### src/rtl/carregador_programa.sv
// Program loader: framed byte stream (A5, N, N big-endian words, optional XOR checksum) into instruction ROM.
// Latency: ROM write strobe in the cycle after the low byte is accepted; status updates in the cycle after the last byte.
// Backpressure: byte_ready is low only during the one-cycle WRITE bubble per word; optional checksum via LOADER_CHECKSUM_EN.
module carregador_programa #(
  parameter int ADDR_W = 8,
  parameter int DATA_W = 16
) (
  input  logic              clock,
  input  logic              reset_n,
  input  logic              byte_valid,
  input  logic [7:0]        byte_data,
  output logic              byte_ready,
  output logic              rom_wr_en,
  output logic [ADDR_W-1:0] rom_addr,
  output logic [DATA_W-1:0] rom_wdata,
  output logic              cpu_hold,
  output logic              load_done,
  output logic              load_error,
  output logic [7:0]        words_loaded
);

  localparam logic [7:0] HDR = 8'hA5;

  typedef enum logic [2:0] {
    IDLE, COUNT, DATA_HI, DATA_LO, WRITE, CHECK, DONE, ERROR
  } state_t;

  state_t     state;
  logic [7:0] count_n;
  logic [7:0] word_idx;
  logic [7:0] hi_byte;
  logic       accept;
  logic       last_word;
`ifdef LOADER_CHECKSUM_EN
  logic [7:0] csum;
`endif

  // Ready is decoded from state: the only stall is the WRITE bubble.
  assign byte_ready   = (state != WRITE);
  assign accept       = byte_valid && byte_ready;
  // 9-bit compare so N == 255 terminates without wrapping the index.
  assign last_word    = ({1'b0, word_idx} + 9'd1) == {1'b0, count_n};
  assign words_loaded = word_idx;

  // Frame parser, word assembly, ROM write strobe and load status.
  always_ff @(posedge clock or negedge reset_n) begin
    if (!reset_n) begin
      state      <= IDLE;
      count_n    <= 8'd0;
      word_idx   <= 8'd0;
      hi_byte    <= 8'd0;
      rom_wr_en  <= 1'b0;
      rom_addr   <= '0;
      rom_wdata  <= '0;
      cpu_hold   <= 1'b1;
      load_done  <= 1'b0;
      load_error <= 1'b0;
`ifdef LOADER_CHECKSUM_EN
      csum       <= 8'd0;
`endif
    end else begin
      rom_wr_en <= 1'b0;
      case (state)
        IDLE: begin
          if (accept && byte_data == HDR) begin
            state <= COUNT;
`ifdef LOADER_CHECKSUM_EN
            csum  <= 8'd0;
`endif
          end
        end
        COUNT: begin
          if (accept) begin
            count_n <= byte_data;
            if (byte_data == 8'd0) begin
              state      <= ERROR;
              load_error <= 1'b1;
            end else begin
              word_idx <= 8'd0;
              state    <= DATA_HI;
            end
          end
        end
        DATA_HI: begin
          if (accept) begin
            hi_byte <= byte_data;
`ifdef LOADER_CHECKSUM_EN
            csum    <= csum ^ byte_data;
`endif
            state   <= DATA_LO;
          end
        end
        DATA_LO: begin
          if (accept) begin
            rom_wr_en <= 1'b1;
            rom_addr  <= ADDR_W'(word_idx);
            rom_wdata <= {hi_byte, byte_data};
`ifdef LOADER_CHECKSUM_EN
            csum      <= csum ^ byte_data;
`endif
            state     <= WRITE;
          end
        end
        WRITE: begin
          word_idx <= word_idx + 8'd1;
          if (last_word) begin
`ifdef LOADER_CHECKSUM_EN
            state <= CHECK;
`else
            state     <= DONE;
            load_done <= 1'b1;
            cpu_hold  <= 1'b0;
`endif
          end else begin
            state <= DATA_HI;
          end
        end
`ifdef LOADER_CHECKSUM_EN
        CHECK: begin
          if (accept) begin
            if (byte_data == csum) begin
              state     <= DONE;
              load_done <= 1'b1;
              cpu_hold  <= 1'b0;
            end else begin
              state      <= ERROR;
              load_error <= 1'b1;
            end
          end
        end
`endif
        DONE, ERROR: begin
          // Only a new header restarts; everything else is dropped.
          if (accept && byte_data == HDR) begin
            state      <= COUNT;
            cpu_hold   <= 1'b1;
            load_done  <= 1'b0;
            load_error <= 1'b0;
`ifdef LOADER_CHECKSUM_EN
            csum       <= 8'd0;
`endif
          end
        end
        default: state <= IDLE;
      endcase
    end
  end

endmodule

### config.mk
export PLATFORM = sky130hd
export DESIGN_NAME = carregador_programa
export DESIGN_NICKNAME = d
export VERILOG_FILES = /design/src/rtl/carregador_programa.sv
export SDC_FILE = /design/constraint.sdc
export NUM_CORES = 1
export LEC_CHECK = 0
export BUFFER_PORTS_ARGS = -buffer_cell sky130_fd_sc_hd__buf_2
export CAP_MARGIN = 20
export CORE_MARGIN = 2
export CORE_UTILIZATION = 35
export CTS_BUF_LIST = sky130_fd_sc_hd__clkbuf_8
export DETAILED_ROUTE_END_ITERATION = 8
export PLACE_DENSITY = 0.6
export SKIP_CTS_REPAIR_TIMING = 1
export SLEW_MARGIN = 20
export SYNTH_ARGS = -nofsm -noshare
export SYNTH_HDL_FRONTEND = slang
export SYNTH_SLANG_ARGS = --single-unit
### constraint.sdc
create_clock -name clock -period 2.8 [get_ports clock]
set_clock_uncertainty 0.15 [all_clocks]
set_input_delay 0.42 -clock clock [delete_from_list [all_inputs] [get_ports clock]]
set_output_delay 0.42 -clock clock [all_outputs]
set_load 0.01 [all_outputs]
==> run summary <==
Status: finished, final reports clean
Num CTS Buffers: 5
Finished Layout Cells: 343
CTS tree: yes
Max-cap check violation count: 0
Tmin final: 2.203 ns
Worst setup EP type: flop
Clock buffer depth: 2
Max IR drop VDD: 0.0005142 V
Reg2reg path depth: 6
Tcrit/Tclk final: 78.67%
Largest net degree at the start of global routing: 56
LEAKAGE: 0.001366 uW
Antenna violations before repair: 0
Clk root buf: clkbuf_8
Worst-Margin Slew: 0.6877 ns
CP max-delay cell: dfrtp_1
Gpl congestion: 0.7845
Final setup viols: 0
Arr. time, crit path: 2.30 ns
RSZ-0062 raised after global routing: no
Register area share after synthesis: 55.08%
CTS H-tree lvls: 2
Worst setup SP type: flop
CORE AREA: 6869 sq um
Slew Limit Fails: 0
Full die area: 7838 sq um
Drt wl/cell: 14.29 microns
Detailed placement HPWL: 3446 microns
Setup_tns: 0 ns
Crit-path cells: ha_1 -> xnor2_1 -> o211ai_1 -> a2111oi_2 -> nand4_1 -> a21boi_1
First-pass GRT wire length: 8024 microns
Gate Count Post-Synth: 201
Synth warn: 0
Final wirelength: 4900 microns
Clock Sinks: 55
Syn_nets: 213
Rows: 30
Hold slack: 0.05913 ns
ANT cells: 0
Worst skew pair latency: 0.31 ns
Vias per cell: 4.857
Final #Nets: 258
Vias in the first global route: 1571
Slew margin rel.: 54.16%
#FFs+latches synth: 55
Port bufs: 47
Ys async rst share: 100.0%
CP peak stage delay: 0.48 ns
DR vias: 1666
Kind of critical path: flop to flop
Post-synth cell types: 47
RR Endpoint: cpu_hold$_DFFE_PN1P_
Worst r2r src: words_loaded[0]$_DFFE_PN0P_
Worst-path clk slew: 0.10 ns
Critical path fanouts, max: 8
Layout cells sized above 1: 31.58%
DIE HEIGHT: 88.54 microns
Hold WC Path Type: primary input to async pin
Final worst setup slack: 0.5972 ns
Main flop type after synthesis: dfrtp_1
First-pass DRT Iterations: 4
DRT antenna net count: 0
Placed Instances: 335
Starting Density: 36.41%
Worst EP required: 2.90 ns
GR Overflow Total: 0
Cell Pwr Density: 997.0 nW/um^2
Total track usage: 13.52%
F_max: 454.0 MHz
DP Worst Slack: 0.6318 ns
Layout Area Growth over Synthesis: 16.41%
DRC errors left: 0
I/O Pins: 48
Hold Fails Final Rpt: 0
Mapped cell area: 2501 sq um
Iteration-0 DRC Markers: 84
Die Wd: 88.54 microns
Synth Area per Inst: 12.44 sq um
Fillers: 686
R2r setup slk: 0.60 ns
Post-synth EDFFs: 0
-- where the power goes --
| group | switching, uW | leakage, uW | total (uW) | internal [uW] |
|---|---|---|---|---|
| Combinational | 492 | 0.000629 | 1030 | 536 |
| Sequential | 271 | 0.000684 | 1390 | 1120 |
| Clock | 277 | 0.0000522 | 485 | 208 |
-- synthesized netlist by cell type (2+ instances only) --
library cell	instances	area (sq um)
dfrtp_1	54	1351
mux2_1	26	292.8
mux2_2	14	157.7
nand2_1	14	52.55
buf_2	9	45.04
xnor2_1	9	78.83
nor2_1	6	22.52
o21ai_0	6	30.03
a21oi_1	5	25.02
nand3_1	4	20.02
nor2b_1	4	25.02
xor2_1	4	35.03
a31oi_1	3	18.77
o21ai_1	3	15.01
a21boi_1	2	15.01
and2_1	2	12.51
and3_1	2	12.51
and3b_1	2	17.52
inv_1	2	7.510
nor3_1	2	10.01
nor4_1	2	12.51
-- per-stage QoR --
stage | utilization (%) | instance area (sq um) | total power [uW]
global route | 42.39 | 2912 | 3119
detailed placement | 40.93 | 2811 | 2452
CTS | 42.39 | 2912 | 2953
floorplan | - | 2501 | 2112
global placement | 40.93 | 2811 | 2420
finish | 42.39 | 2912 | 2903
-- placed cells by master (no fill, tap or decap), types with 3 or more instances in the layout --
cell and count:
clkbuf_8 6, a31oi_1 3, nand2_1 14, nand3_1 4
dfrtp_1 54, nor2_1 6, nor2b_1 4, a21oi_1 5
o21ai_1 3, xnor2_1 9, mux2_2 14, mux2_1 26
o21ai_0 6, xor2_1 4, buf_2 47
-- layer usage --
metal / global-route usage [%] / wire, microns / up-vias
met5: 0 / 0 / -
met4: 5.510 / 90 / 0
met3: 2.985 / 230 / 10
met2: 19.41 / 2132 / 40
met1: 19.84 / 2447 / 816
li1: - / - / 800
-- cells by family (layout without fill, tap and decap cells) --
logic type | Yosys count | count (layout) | synth area share (%)
AND/OR/NAND/NOR | 51 | 51 | 12.06
adder cells (fa/ha/maj) | 1 | 1 | 0.5002
flip-flops | 55 | 55 | 55.08
buffers and inverters | 14 | 60 | 2.851
multiplexers | 40 | 40 | 18.01
AO/OA/AOI/OAI | 27 | 27 | 6.954
XOR/XNOR | 13 | 13 | 4.552
-- worst max path at each step --
stage,from,to,slack (ns),depth (start not counted)
after floorplan,words_loaded[0]$_DFFE_PN0P_,cpu_hold$_DFFE_PN1P_,0.88,6
after global placement,words_loaded[0]$_DFFE_PN0P_,cpu_hold$_DFFE_PN1P_,0.69,6
after detailed placement,words_loaded[0]$_DFFE_PN0P_,cpu_hold$_DFFE_PN1P_,0.63,6
after CTS,words_loaded[0]$_DFFE_PN0P_,cpu_hold$_DFFE_PN1P_,0.61,6
after global routing,words_loaded[0]$_DFFE_PN0P_,cpu_hold$_DFFE_PN1P_,0.49,6
final,words_loaded[0]$_DFFE_PN0P_,cpu_hold$_DFFE_PN1P_,0.60,6
-- sequential cells by signal (all words and copies together) (netlist names) --
register / cells
rom_wdata: 16
hi_byte: 8
count_n: 8
words_loaded: 8
state: 3
rom_wr_en: 1
rom_addr: 8
load_done: 1
load_error: 1
cpu_hold: 1
-- area by class of cell --
class / count / area (sq um) / share of cell area, %
sequential: 55 / 1378 / 47.31
multi-input combinational: 132 / 1052 / 36.14
timing repair buffer: 49 / 250.2 / 8.595
tap: 96 / 120.1 / 4.125
clock buffer: 6 / 82.58 / 2.836
clock inverter: 2 / 17.52 / 0.6016
inverter: 3 / 11.26 / 0.3868
-- worst max-delay path, delay by kind of cell, from the launching register on --
family	cells	cell delay (ns)
AO/OA/AOI/OAI	3	0.73
flip-flops	1	0.48
adder cells (fa/ha/maj)	1	0.35
AND/OR/NAND/NOR	1	0.22
XOR/XNOR	1	0.21
No activity file was read; power rests on OpenSTA's default activity.
